**src/rtl/instr_seq_pkg.sv**
```systemverilog
// Shared types and constants for the instruction sequencer: FSM states, opcodes,
// parameter defaults and the branch offset helper.
package instr_seq_pkg;

  typedef enum logic [2:0] {
    StFetch,
    StDecode,
    StExec,
    StMem,
    StWb,
    StFault
  } state_e;

  localparam logic [6:0] OpImm    = 7'b0010011;
  localparam logic [6:0] OpLoad   = 7'b0000011;
  localparam logic [6:0] OpStore  = 7'b0100011;
  localparam logic [6:0] OpBranch = 7'b1100011;

  localparam logic [31:0] DefaultResetPc    = 32'h0000_0000;
  localparam int unsigned DefaultMemTimeout = 16;

  // Branch immediates are in halfwords: sign-extend {imm12, 0} to 32 bits.
  function automatic logic [31:0] branch_offset(logic [11:0] imm);
    return {{19{imm[11]}}, imm, 1'b0};
  endfunction

endpackage

```
**src/rtl/instr_seq_if.sv**
```systemverilog
// Shared memory bus used for both instruction fetch and data access.
interface instr_seq_if;
  logic        mem_req;
  logic        mem_we;
  logic [31:0] mem_addr;
  logic [31:0] mem_wdata;
  logic        mem_ready;
  logic [31:0] mem_rdata;

  modport master (
    output mem_req, mem_we, mem_addr, mem_wdata,
    input  mem_ready, mem_rdata
  );

  modport slave (
    input  mem_req, mem_we, mem_addr, mem_wdata,
    output mem_ready, mem_rdata
  );
endinterface

```
**src/rtl/instr_seq_mem_if.sv**
```systemverilog
// Request/hold/timeout handshake shared by fetch and data phases. Address and data come
// from registers so they stay stable for the whole request.
module seq_mem_if #(
  parameter int unsigned MEM_TIMEOUT = 16
) (
  input  logic        clk,
  input  logic        rst_n,
  input  logic        fetch,
  input  logic        data,
  input  logic [31:0] pc,
  input  logic [31:0] data_addr,
  input  logic [31:0] data_wdata,
  input  logic        data_we,
  instr_seq_if.master mem,
  output logic        done,
  output logic        timeout
);

  localparam int unsigned CntW = $clog2(MEM_TIMEOUT + 1);

  logic            armed_q;
  logic [CntW-1:0] cnt_q, cnt_d;
  logic            req;

  // armed_q keeps mem_req low until the first clock edge after reset release.
  assign req           = armed_q && (fetch || data);
  assign mem.mem_req   = req;
  assign mem.mem_we    = req && data && data_we;
  assign mem.mem_addr  = data ? data_addr : pc;
  assign mem.mem_wdata = data_wdata;

  assign done    = req && mem.mem_ready;
  assign timeout = req && !mem.mem_ready && (cnt_q == CntW'(MEM_TIMEOUT - 1));

  always_comb begin
    cnt_d = '0;
    if (req && !mem.mem_ready) begin
      cnt_d = cnt_q + CntW'(1);
    end
  end

  always_ff @(posedge clk or negedge rst_n) begin
    if (!rst_n) begin
      armed_q <= 1'b0;
      cnt_q   <= '0;
    end else begin
      armed_q <= 1'b1;
      cnt_q   <= cnt_d;
    end
  end

endmodule

```
**src/rtl/instr_seq.sv**
```systemverilog
// Multi-cycle instruction sequencer: fetch, decode, execute, memory and writeback over a
// single shared memory port, with a sticky fault state left only through reset.
module instr_seq
  import instr_seq_pkg::*;
#(
  parameter logic [31:0] RESET_PC    = DefaultResetPc,
  parameter int unsigned MEM_TIMEOUT = DefaultMemTimeout
) (
  input  logic        clk,
  input  logic        rst_n,
  instr_seq_if.master mem,
  output logic [31:0] instr,
  input  logic        dec_rf_we,
  input  logic        dec_mem_we,
  input  logic        dec_is_load,
  input  logic        dec_branch,
  input  logic [11:0] imm12,
  input  logic [31:0] alu_result,
  input  logic        alu_zero,
  input  logic [31:0] rs2_data,
  output logic        rf_we,
  output logic [31:0] rf_wdata,
  output logic [31:0] pc,
  output logic        fault
);

  state_e      state_q, state_d;
  logic [31:0] pc_q, pc_d;
  logic [31:0] instr_q, instr_d;
  logic [31:0] addr_q, addr_d;
  logic [31:0] wdata_q, wdata_d;
  logic [31:0] ldata_q, ldata_d;
  logic        store_q, store_d;
  logic        load_q, load_d;
  logic        mem_done, mem_timeout;

  seq_mem_if #(
    .MEM_TIMEOUT(MEM_TIMEOUT)
  ) u_mem_if (
    .clk       (clk),
    .rst_n     (rst_n),
    .fetch     (state_q == StFetch),
    .data      (state_q == StMem),
    .pc        (pc_q),
    .data_addr (addr_q),
    .data_wdata(wdata_q),
    .data_we   (store_q),
    .mem       (mem),
    .done      (mem_done),
    .timeout   (mem_timeout)
  );

  always_comb begin
    state_d = state_q;
    pc_d    = pc_q;
    instr_d = instr_q;
    addr_d  = addr_q;
    wdata_d = wdata_q;
    ldata_d = ldata_q;
    store_d = store_q;
    load_d  = load_q;
    rf_we   = 1'b0;
    unique case (state_q)
      StFetch: begin
        if (mem_timeout) begin
          state_d = StFault;
        end else if (mem_done) begin
          instr_d = mem.mem_rdata;
          state_d = StDecode;
        end
      end
      StDecode: begin
        if (!(dec_rf_we || dec_mem_we || dec_is_load || dec_branch)) begin
          state_d = StFault;
        end else begin
          state_d = StExec;
        end
      end
      StExec: begin
        load_d = dec_is_load;
        if (dec_branch) begin
          pc_d    = alu_zero ? pc_q + 32'd4 : pc_q + branch_offset(imm12);
          state_d = StFetch;
        end else if (dec_is_load || dec_mem_we) begin
          if (alu_result[1:0] != 2'b00) begin
            state_d = StFault;
          end else begin
            addr_d  = alu_result;
            wdata_d = rs2_data;
            store_d = dec_mem_we;
            state_d = StMem;
          end
        end else begin
          state_d = StWb;
        end
      end
      StMem: begin
        if (mem_timeout) begin
          state_d = StFault;
        end else if (mem_done) begin
          if (load_q) begin
            ldata_d = mem.mem_rdata;
            state_d = StWb;
          end else begin
            pc_d    = pc_q + 32'd4;
            state_d = StFetch;
          end
        end
      end
      StWb: begin
        rf_we   = 1'b1;
        pc_d    = pc_q + 32'd4;
        state_d = StFetch;
      end
      StFault: ;
      default: state_d = StFault;
    endcase
  end

  always_ff @(posedge clk or negedge rst_n) begin
    if (!rst_n) begin
      state_q <= StFetch;
      pc_q    <= RESET_PC;
      instr_q <= '0;
      addr_q  <= '0;
      wdata_q <= '0;
      ldata_q <= '0;
      store_q <= 1'b0;
      load_q  <= 1'b0;
    end else begin
      state_q <= state_d;
      pc_q    <= pc_d;
      instr_q <= instr_d;
      addr_q  <= addr_d;
      wdata_q <= wdata_d;
      ldata_q <= ldata_d;
      store_q <= store_d;
      load_q  <= load_d;
    end
  end

  assign instr    = instr_q;
  assign pc       = pc_q;
  assign fault    = (state_q == StFault);
  assign rf_wdata = load_q ? ldata_q : alu_result;

endmodule

```
**src/flat_wrapper.sv**
```systemverilog
// flat-port wrapper written by rule: the top's interface ports become plain ports
module instr_seq_flat import instr_seq_pkg::*;
#(
  parameter logic [31:0] RESET_PC    = DefaultResetPc,
  parameter int unsigned MEM_TIMEOUT = DefaultMemTimeout
)
  (clk, rst_n, instr, dec_rf_we, dec_mem_we, dec_is_load, dec_branch, imm12, alu_result, alu_zero, rs2_data, rf_we, rf_wdata, pc, fault, mem_mem_req, mem_mem_we, mem_mem_addr, mem_mem_wdata, mem_mem_ready, mem_mem_rdata);
  instr_seq_if mem_i ();
  input  logic clk;
  input  logic rst_n;
  output logic [31:0] instr;
  input  logic dec_rf_we;
  input  logic dec_mem_we;
  input  logic dec_is_load;
  input  logic dec_branch;
  input  logic [11:0] imm12;
  input  logic [31:0] alu_result;
  input  logic alu_zero;
  input  logic [31:0] rs2_data;
  output logic rf_we;
  output logic [31:0] rf_wdata;
  output logic [31:0] pc;
  output logic fault;
  output wire logic [$bits(mem_i.mem_req)-1:0] mem_mem_req;
  output wire logic [$bits(mem_i.mem_we)-1:0] mem_mem_we;
  output wire logic [$bits(mem_i.mem_addr)-1:0] mem_mem_addr;
  output wire logic [$bits(mem_i.mem_wdata)-1:0] mem_mem_wdata;
  input wire logic [$bits(mem_i.mem_ready)-1:0] mem_mem_ready;
  input wire logic [$bits(mem_i.mem_rdata)-1:0] mem_mem_rdata;
  assign mem_mem_req = mem_i.mem_req;
  assign mem_mem_we = mem_i.mem_we;
  assign mem_mem_addr = mem_i.mem_addr;
  assign mem_mem_wdata = mem_i.mem_wdata;
  assign mem_i.mem_ready = mem_mem_ready;
  assign mem_i.mem_rdata = mem_mem_rdata;
  instr_seq #(.RESET_PC(RESET_PC), .MEM_TIMEOUT(MEM_TIMEOUT)) u_core (.clk(clk), .rst_n(rst_n), .mem(mem_i), .instr(instr), .dec_rf_we(dec_rf_we), .dec_mem_we(dec_mem_we), .dec_is_load(dec_is_load), .dec_branch(dec_branch), .imm12(imm12), .alu_result(alu_result), .alu_zero(alu_zero), .rs2_data(rs2_data), .rf_we(rf_we), .rf_wdata(rf_wdata), .pc(pc), .fault(fault));
endmodule
```
**config.mk**
```make
export PLATFORM = sky130hd
export DESIGN_NAME = instr_seq_flat
export DESIGN_NICKNAME = d
export VERILOG_FILES = /design/src/rtl/instr_seq_pkg.sv /design/src/rtl/instr_seq_if.sv /design/src/rtl/instr_seq_mem_if.sv /design/src/rtl/instr_seq.sv /design/src/flat_wrapper.sv
export SDC_FILE = /design/constraint.sdc
export NUM_CORES = 1
export LEC_CHECK = 0
export CAP_MARGIN = 15
export CORE_UTILIZATION = 53
export CTS_BUF_LIST = sky130_fd_sc_hd__clkbuf_16
export CTS_CLUSTER_DIAMETER = 60
export DETAILED_ROUTE_END_ITERATION = 6
export PLACE_DENSITY = 0.95
export SYNTH_ARGS = -nofsm -noshare
export SYNTH_HDL_FRONTEND = slang
export SYNTH_HIERARCHICAL = 1
export SYNTH_SLANG_ARGS = --single-unit
```
**constraint.sdc**
```tcl
create_clock -name clk -period 4.1 [get_ports clk]
set_clock_uncertainty 0.05 [all_clocks]
set_input_delay 0.41 -clock clk [delete_from_list [all_inputs] [get_ports clk]]
set_output_delay 0.41 -clock clk [all_outputs]
set_load 0.02 [all_outputs]
```
Word level (Yosys, flattened, before mapping)
Index checks and enable logic that the tools add are counted.
Widths: inputs -> output; s select.
{"block": "totals", "register_bits": 171, "output_inout_bits": 164, "memories": 0, "mem_bits_ro": 0, "latch_bits": 0, "ramBits": 0}
{"block": "op_classes", "n_div": 0, "n_lt_le_gt_ge": 0, "multipliers": 0, "n_reduce_logical": 20, "n_addsub": 3, "eq_ne": 12, "muxes": 20, "shift": 0, "bitwise": 4}
{"op": "$mux 32", "n": 7}
{"op": "$pmux 32 s3", "n": 1}
{"op": "$add 32x3->32 const B", "n": 1}
{"op": "$add 32x32->32", "n": 1}
{"op": "$mux 3", "n": 9}
{"op": "$pmux 3 s6", "n": 1}
{"op": "$reduce_and 4->1", "n": 2}
{"op": "$eq 3x2->1 const B", "n": 2}
{"op": "$eq 3x3->1 const B", "n": 2}
{"op": "$logic_and 1x1->1", "n": 6}
{"op": "$ne 2x2->1 const B", "n": 3}
{"op": "$ne 3x1->1 const B", "n": 2}
{"op": "$reduce_and 3->1", "n": 2}
{"op": "$add 5x1->5 const B", "n": 1}
{"op": "$eq 5x4->1 const B", "n": 1}
{"op": "$logic_or 1x1->1", "n": 5}
{"op": "$mux 5", "n": 1}
{"op": "$reduce_and 5->1", "n": 1}
{"op": "$not 1->1", "n": 4}
{"op": "$eq 3x1->1 const B", "n": 1}
{"op": "$logic_not 3->1", "n": 1}
{"op": "$reduce_bool 3->1", "n": 1}
{"op": "$ne 2x1->1 const B", "n": 1}
{"op": "$reduce_bool 2->1", "n": 1}
{"op": "2 further kinds", "n": 2}

Depth between registers and ports, before layout
Gate-level depths: netlist of run 1.
{"block": "depth", "word_depth": 7, "ltp_mapped": 14, "depth_no_buf": 12}

By module
Netlist of run 1, hierarchy kept.
{"module": "instr_seq", "cells_per_inst": 814, "area_per_inst_um2": 8878.5, "seq_area_each_um2": 4103.9, "n_inst": 1}
{"module": "seq_mem_if", "cells_per_inst": 93, "area_per_inst_um2": 1054.8, "seq_area_each_um2": 150.1, "n_inst": 1}

Worst setup path after synthesis of run 1
OpenSTA, ideal clock, no wires.
{"block": "synth_path", "path_type": "flip-flop to flip-flop", "start": "register u_core.state_q[1]", "end": "register u_core.pc_q[31], in the netlist u_core/pc[31]", "path_stages_with_launch": 14, "arrival_time_ns": 2.648, "setup_slack_ns": 1.322, "synth_period_minus_slack_ns": 2.778, "t_required_ns": 3.970, "setup_time_ns": 0.080, "cell_sequence": "dfrtp_1 buf_2 nor2b_1 nand2_1 inv_1 buf_6 o21a_4 and3_1 nand2b_1 o32a_1 nor2_1 nand4_1 o211ai_1 xor2_1"}
{"block": "synth_between", "elab_chain_len": 7, "word_cells_on_any_way": 16, "classes_between": "eq/ne: 7; mux: 1; reduce/logical: 8"}
{"item": "from (decl)", "line": "instr_seq.sv:27", "text": "state_e state_q, state_d;"}
{"item": "from (signal assigned)", "line": "instr_seq.sv:122", "text": "state_q <= StFetch;"}
{"item": "from (signal assigned)", "line": "instr_seq.sv:131", "text": "state_q <= state_d;"}
{"item": "$eq 3x2->1 / $logic_not 3->1 (equally long branches)", "line": "instr_seq.sv:43, instr_seq.sv:42"}
{"item": "$logic_or 1x1->1 (*)", "line": "instr_seq_mem_if.sv:26", "text": "assign req = armed_q && (fetch || data);"}
{"item": "$logic_and 1x1->1 (*)", "line": "instr_seq_mem_if.sv:26"}
{"item": "named net mem_mem_req", "line": "flat_wrapper.sv:24", "text": "output wire logic [$bits(mem_i.mem_req)-1:0] mem_mem_req;"}
{"item": "$logic_and 1x1->1 (*) (2 in a row)", "line": "instr_seq_mem_if.sv:33", "text": "assign timeout = req && !mem.mem_ready && (cnt_q == CntW'(MEM_TIMEOUT - 1));"}
{"item": "named net u_core.mem_timeout", "line": "instr_seq.sv:35", "text": "logic mem_done, mem_timeout;"}
{"item": "$ne 2x2->1 (no line) (*)"}
{"item": "$reduce_and 5->1 (no line) (*)"}
{"item": "to (signal assigned)", "line": "instr_seq.sv:132", "text": "pc_q <= pc_d;"}
{"item": "to (decl)", "line": "instr_seq.sv:28", "text": "logic [31:0] pc_q, pc_d;"}
Mark *: on every way through the listed nets, which the timed path passes. The rest lies on a longest branch.
A chain may end at the register's enable or synchronous reset.

Worst setup path in the final report of run 1
{"block": "layout_path", "start": "register u_core.state_q[0]", "end": "register u_core.pc_q[30], in the netlist u_core/pc[30]"}
{"block": "layout_between", "word_cells_on_any_way": 16, "classes_between": "eq/ne: 7; mux: 1; reduce/logical: 8"}
{"item": "$eq 3x2->1 / $logic_not 3->1 (equally long branches)", "line": "instr_seq.sv:43, instr_seq.sv:42"}
{"item": "$logic_or 1x1->1 (*)", "line": "instr_seq_mem_if.sv:26"}
{"item": "$logic_and 1x1->1 (*)", "line": "instr_seq_mem_if.sv:26"}
{"item": "$logic_and 1x1->1 (*)", "line": "instr_seq_mem_if.sv:32", "text": "assign done = req && mem.mem_ready;"}
{"item": "named net u_core.mem_done", "line": "instr_seq.sv:35"}
{"item": "$ne 2x1->1 (no line) (*)"}
{"item": "$reduce_and 5->1 (no line) (*)"}
Marks and branches as above.

==> results of run 1 <==
-- per-layer routing --
metal	wire length, µm	vias to the layer above	share of wire [%]
met4	1210	0	3.9
met1	11900	4148	39
met3	2300	111	7.5
li1	-	3741	-
met5	0	-	0
met2	15100	518	49
-- registers in the layout, summed over array words and instances (netlist names) --
| signal | cells |
|---|---|
| u_core/instr | 32 |
| u_core/load_q | 1 |
| u_core/state_q | 3 |
| u_core/store_q | 1 |
| u_core/u_mem_if/armed_q | 1 |
| u_core/addr_q | 32 |
| u_core/ldata_q | 32 |
| u_core/pc | 31 |
| u_core/u_mem_if/cnt_q | 5 |
| u_core/wdata_q | 32 |
-- critical path, stage by stage, from the launching register on --
cell      delay [ns]
dfrtp_1         0.51
nor3_1          0.62
o21a_4          0.25
and2_1          0.18
nand2b_1        0.15
o32a_1          0.48
nor2_2          0.66
o21ai_0         0.28
nand4_1         0.18
-- final cells by class --
| type | instances | share of cell area, % |
|---|---|---|
| antenna | 1 | 0.0189 |
| clock buffer | 17 | 3.21 |
| clock inverter | 12 | 0.973 |
| inverter | 15 | 0.425 |
| multi-input combinational | 649 | 39.1 |
| sequential | 170 | 32.1 |
| tap | 229 | 2.16 |
| timing repair buffer | 291 | 22.0 |
-- through the flow --
step	cells	utilization (%)	total power [µW]
final	1384	73.0	11100
after global routing	1384	73.0	11600
after CTS	1383	73.0	11000
after detailed placement	1354	69.9	9400
after global placement	1354	69.9	9180
after floorplan	908	-	6960
-- logic make-up (layout without fill, tap and decap cells) --
group | after synthesis | count (layout)
muxes | 199 | 199
adders and majority gates | 34 | 34
buffers and inverters | 89 | 335
DFF | 170 | 170
other | 2 | 4
and+or+nand+nor | 206 | 206
AOI/OAI and AO/OA | 182 | 182
xor gates and xnor gates | 25 | 25
-- power groups by stage --
stage / logic [µW] / registers [µW] / clock network, µW
2_1_floorplan: 3740 / 3230 / 0
3_3_place_gp: 6090 / 3080 / 0
3_5_place_dp: 6250 / 3150 / 0
4_1_cts: 6320 / 3140 / 1580
5_1_grt: 6710 / 3250 / 1640
6_report: 6390 / 3180 / 1560
-- synth_stat cells, types with 8 or more instances --
cell type	number
dfrtp_1	170
mux2_2	163
a21oi_1	64
nand2_1	51
nor2_1	48
o21ai_0	47
buf_4	33
ha_1	33
mux2_4	29
clkbuf_1	26
nand3_1	17
nand4_1	16
inv_1	15
and3_1	14
nor3_1	14
xor2_1	13
nor2b_1	12
xnor2_1	12
a21o_1	9
a211oi_1	8
buf_2	8
-- final timing paths --
path	from	endpoint	slack, ns	cells after the start
worst max-delay path	u_core/state_q[0]$_DFFE_PN0P_	u_core/pc[30]$_DFFE_PN0P_	0.66	8
worst min-delay path	rst_n	u_core/ldata_q[11]$_DFFE_PN0P_	0.03	1
worst max register to register	u_core/state_q[0]$_DFFE_PN0P_	u_core/pc[30]$_DFFE_PN0P_	0.66	8
worst min register to register	u_core/u_mem_if/cnt_q[0]$_DFF_PN0_	u_core/u_mem_if/cnt_q[0]$_DFF_PN0_	0.45	1
max in group asynchronous	rst_n	u_core/pc[1]$_DFFE_PN0P_	3.04	2
min in group clk	u_core/u_mem_if/cnt_q[0]$_DFF_PN0_	u_core/u_mem_if/cnt_q[0]$_DFF_PN0_	0.45	1
==> summary.md, run 1 <==
| Metric | Value |
|---|---|
| Mean area per synthesized cell | 11.0 µm² |
| Post-synth top area share | 42.8% |
| Post-synthesis cell count | 907 |
| GRT Resource Usage Total | 31.8% |
| DP Worst Slack | 0.696 ns |
| Register area | 4250 µm² |
| Cell Pwr Density | 840 nW/µm² |
| Initial core utilization | between 50% and 60% |
| Final hold vios | 0 |
| Final worst slack | 0.658 ns |
| Clock Tree Buf Depth | 2 |
| First-pass GRT wire length | 47500 µm |
| Post-synthesis sequential element count | 170 |
| Max Cap Viol | 0 |
| Pint | 6420 µW |
| Largest family of logic cells by synthesized area | multiplexers |
| RSZ-0062 raised after global routing | false |
| Share of layout cells above drive strength 1 | 21.8% |
| Drc violations | 10 |
| GR Util met2 | between 50% and 60% |
| Max Clock Freq | 0.291 GHz |
| Die width | 139 µm |
| Synth unique cells | 66 |
| Critical Path AT | about 3.7 ns |
| Crit path max fanout | 18 |
| Fill cell count | 1158 |
| Async set or reset register ratio after synthesis | 100% |
| Worst Setup Path Type | reg -> reg |
| Req. time, crit path | about 4.4 ns |
| FP Rows | 49 |
| Minimum clock period | around 3.4 ns |
| Antenna violations before repair | 1 |
| Adder-cell share of the synthesized area | 4.36% |
| Dominant cell type by area after synthesis | dfrtp_1 |
| Setup tns final | 0 ns |
| Met3 Usage GRT | ~6.5% |
| Worst vdd ir | approximately 0.47 mV |
| Setup Viol. Count Final | 0 |
| Clk pwr share | around 14% |
| Core footprint | approximately 18000 µm² |
| Area occupied by multi-input gates | slightly above 5000 µm² |
| # clock sinks | 170 |
| Ports | 280 |
| Largest net degree at the start of global routing | 102 |
| TritonCTS Buffers | 17 |
| # hold bufs at CTS | 0 |
| Top cells by area, synth | dfrtp_1, mux2_2, mux2_4 |
| Overflow left after global routing | 0 |
| Routed via count | 8518 |
| Seq pwr share | between 20% and 30% |
| Post_cts resized | 0 |
| Psw | 4710 µW |
| Routed Antenna Nets | 0 |
| Cell area after layout | roughly 13000 µm² |
| Comb power frac | approximately 57% |
| Final nets | 1294 |
| Routed length per instance | 22.1 µm |
| Placed Area | 12700 µm² |
| Proportion of synthesized area in mux cells | a little under a quarter |
| Iteration-0 DRC Markers | 897 |
| Clock Tree Root | clkbuf_16 |
| Worst-margin pin slew | a little over 0.9 ns |
| Register area share after synthesis | 42.8% |
| Area growth, synth to finish | 33.4% |
| Post-synth EDFFs | 0 |
| First-pass DRT Iterations | 7 |
| Crit path launch type | register |
| Number of global-route vias before repair | between 8000 and 9000 |
| Status | finished with violations |
| Vias per inst | 6.15 |
| Hold Crit Class | in -> async |
| Max H-tree Level | 4 |
| GRT busiest layer | met2 |
| Met1 Use GR | 39.7% |
| Die Span Y | approximately 140 µm |
| Compound-Gate Fraction of Synth Area | 11.4% |
| Net Sw Frac | 42.3% |
| Max_slew headroom | 38.8% |
| CTS tree | built |
| Failing checks | design-rule violations |
| CP endpoint kind | register |
| Top FF cell, synth | dfrtp_1 |
| Hold WS | 0.0281 ns |
| Synth Area in Simple Gates | between 10% and 20% |
| Post-Route WL | 30600 µm |
| Final period utilization | 83.9% |
| Dpl hpwl | 22100 µm |
| Routability Congestion | 0.905 |
| Most used cells in the layout excluding fill and tap cells | clkdlybuf4s50_1, dfrtp_1, mux2_2 |
| Clk slew on worst S/H paths | 0.06 ns |
| Post-CTS Setup Repair Bufs | 0 |
| P_leak | 0.00574 µW |
| IO Port Bufs | 278 |
| Most common cell after layout, fill and taps aside | clkdlybuf4s50_1 |
| Post-Synth XOR/XNOR Area | 2.20% |
| Slew Viols, Final | 0 |
| Clock Latency Late Sink | 0.43 ns |
| Yosys warning total | 6 |
| Die area | 19300 µm² |
| Synthesized area | between 9000 and 10000 µm² |
Note: power is estimated with default switching activity, not from simulation.
==> run 2: changes to the inputs <==
--- a/config.mk
+++ b/config.mk
@@ -6,11 +6,11 @@
 export NUM_CORES = 1
 export LEC_CHECK = 0
 export CAP_MARGIN = 15
-export CORE_UTILIZATION = 53
+export CORE_UTILIZATION = 44
 export CTS_BUF_LIST = sky130_fd_sc_hd__clkbuf_16
 export CTS_CLUSTER_DIAMETER = 60
 export DETAILED_ROUTE_END_ITERATION = 6
-export PLACE_DENSITY = 0.95
+export PLACE_DENSITY = 0.88
 export SYNTH_ARGS = -nofsm -noshare
 export SYNTH_HDL_FRONTEND = slang
 export SYNTH_HIERARCHICAL = 1
==> constraint.sdc (replaced) <==
create_clock -name clk -period 2.88 [get_ports clk]
set_clock_uncertainty 0.05 [all_clocks]
set_input_delay 0.288 -clock clk [delete_from_list [all_inputs] [get_ports clk]]
set_output_delay 0.288 -clock clk [all_outputs]
set_load 0.02 [all_outputs]
==> run 2 against run 1 <==
Net effect:
- cell count rose by 9.6%
- combinational power rose by 58%
- critical endpoint is now mem_mem_addr[31]
- hold slack improved by 0.38 ns
- clock power rose by 42%
- sequential share of layout area fell by 1.8 points
- sequential power rose by 34%
- die area rose by 20%
- first-iteration DRC count rose by 9.6%
- the flow still finishes with violations (design-rule violations)
==> summary.md, run 2 (synthesis gave the netlist of run 1 again) <==
| Metric | Value |
|---|---|
| Status | finished with violations |
| Failing checks | design-rule violations |
| Vias per inst | about 5.6 |
| TritonCTS Buffers | 17 |
| Share of layout cells above drive strength 1 | ~28% |
| Setup tns final | 0 ns |
| CP max stage cell | clkdlybuf4s50_1 |
| Clock Latency Late Sink | 0.43 ns |
| Fin cells | 1517 |
| Slew Viols, Final | 0 |
| CP endpoint kind | primary output |
| Worst path cell trace | nor2b_2 -> nand2_2 -> inv_2 -> buf_12 -> mux2_2 -> clkdlybuf4s50_1 |
| Routed via count | 8564 |
| Worst-margin pin slew | 0.672 ns |
| Setup crit end | mem_mem_addr[31] |
| Minimum clock period | between 2 and 3 ns |
| Number of global-route vias before repair | 8651 |
| P_leak | just over 0.006 µW |
| Max Clock Freq | 0.355 GHz |
| GRT Resource Usage Total | a little over a quarter |
| Final period utilization | 97.7% |
| Iteration-0 DRC Markers | 983 |
| Crit path launch | u_core/state_q[2]$_DFFE_PN0P_ |
| Largest net degree at the start of global routing | 71 |
| Crit path launch type | register |
| Routed Antenna Nets | 0 |
| Final nets | 1373 |
| Setup Viol. Count Final | 0 |
| Routed length per instance | between 20 and 25 µm |
| Drc violations | 5 |
| Clk slew on worst S/H paths | 0.07 ns |
| Max Cap Viol | 0 |
| Max H-tree Level | 4 |
| Die width | 152 µm |
| Post-Route WL | 31100 µm |
| Worst vdd ir | 0.695 mV |
| Dpl hpwl | about 23000 µm |
| Core footprint | 22000 µm² |
| Area growth, synth to finish | 41.4% |
| First-pass DRT Iterations | 7 |
| Cell Pwr Density | about 1200 nW/µm² |
| Hold Crit Class | in -> async |
| Reg-to-reg endpoint | u_core/pc[31]$_DFFE_PN0P_ |
| First-pass GRT wire length | around 50000 µm |
| Most common cell after layout, fill and taps aside | clkdlybuf4s50_1 |
| Ports | 280 |
| R2R setup slack | 0.07 ns |
| Placed insts | 1477 |
| Clock Tree Buf Depth | 2 |
| IO Port Bufs | ~280 |
| CTS tree | built |
| Hold WS | 0.406 ns |
| Clock Tree Root | clkbuf_16 |
| Die Span Y | 152 µm |
| Initial core utilization | a little under half |
| Most used cells in the layout excluding fill and tap cells | clkdlybuf4s50_1, dfrtp_1, mux2_2 |
| Worst r2r path cells | 13 |
| Overflow left after global routing | 0 |
| Die area | 23200 µm² |
| FP Rows | 54 |
| # clock sinks | 170 |
| Crit path max fanout | 19 |
| RSZ-0062 raised after global routing | true |
| Final hold vios | 0 |
| Worst Setup Path Type | reg -> out |
| Worst flop-to-flop path startpoint | u_core/state_q[1]$_DFFE_PN0P_ |
| CP max stage delay | roughly 0.57 ns |
| Critical Path AT | 2.48 ns |
| Max_slew headroom | 55.2% |
| Routability Congestion | 0.969 |
| Req. time, crit path | 2.54 ns |
| Antenna violations before repair | 1 |
==> run 2: power breakdown <==
part | switching (µW) | internal [µW] | leakage, µW
registers | 841 | 3430 | 0.00214
logic | 5040 | 5020 | 0.00378
clock network | 1080 | 1140 | 0.000271
==> run 2: critical path: cells and delay by family (launching register included) <==
kind | cells | cell delay (ns)
and+or+nand+nor | 2 | 0.29
muxes | 1 | 0.36
buffers and inverters | 3 | 0.91
DFF | 1 | 0.47
==> run 2: what timing repair did <==
item | CTS | global route
cloned | 1 | 1
pin swaps | 0 | 1
setup buffers | 0 | 4
gates resized for setup | 19 | 17
setup endpoints to repair | 35 | 20
hold buffers | 1 | 0
endpoints found under the hold margin | 68 | 0
==> run 2: worst min path at each step <==
stage                       from  slack (ns)  cells past startpoint                             end
global route        rs2_data[16]        0.41                      2  u_core/wdata_q[16]$_DFFE_PN0P_
detailed placement         rst_n        0.30                      1     u_core/instr[3]$_DFFE_PN0P_
finish                     rst_n        0.41                      2     u_core/instr[3]$_DFFE_PN0P_
CTS                 rs2_data[17]        0.40                      2  u_core/wdata_q[17]$_DFFE_PN0P_
global placement           rst_n        0.30                      1     u_core/instr[2]$_DFFE_PN0P_
floorplan                  rst_n       -0.06                      0    u_core/addr_q[0]$_DFFE_PN0P_
==> run 2: area by class of cell <==
type | instances | area [µm²]
Inverter | 15 | 56.3
Fill cell | 1662 | 7910
Multi-Input combinational cell | 649 | 5260
Clock buffer | 17 | 425
Timing Repair Buffer | 370 | 3570
Clock inverter | 15 | 133
Antenna cell | 1 | 2.50
Tap cell | 280 | 350
Sequential cell | 170 | 4260
==> run 2: stage by stage <==
step	setup WS [ns]	cell area (µm²)	util (%)	total power, µW
2_1_floorplan	0.102	9940	-	9910
3_3_place_gp	-0.112	13300	60.6	13800
3_5_place_dp	-0.182	13300	60.6	14000
4_1_cts	0.0320	13900	63.4	16300
5_1_grt	-0.0676	14000	64.0	17300
6_report	0.0661	14000	64.0	16500
==> run 2: metal layers <==
metal	wire, µm	global-route usage, %
met1	12700	34.8
met2	15000	44.6
met3	2250	5.29
met4	1120	10.5
met5	0	0
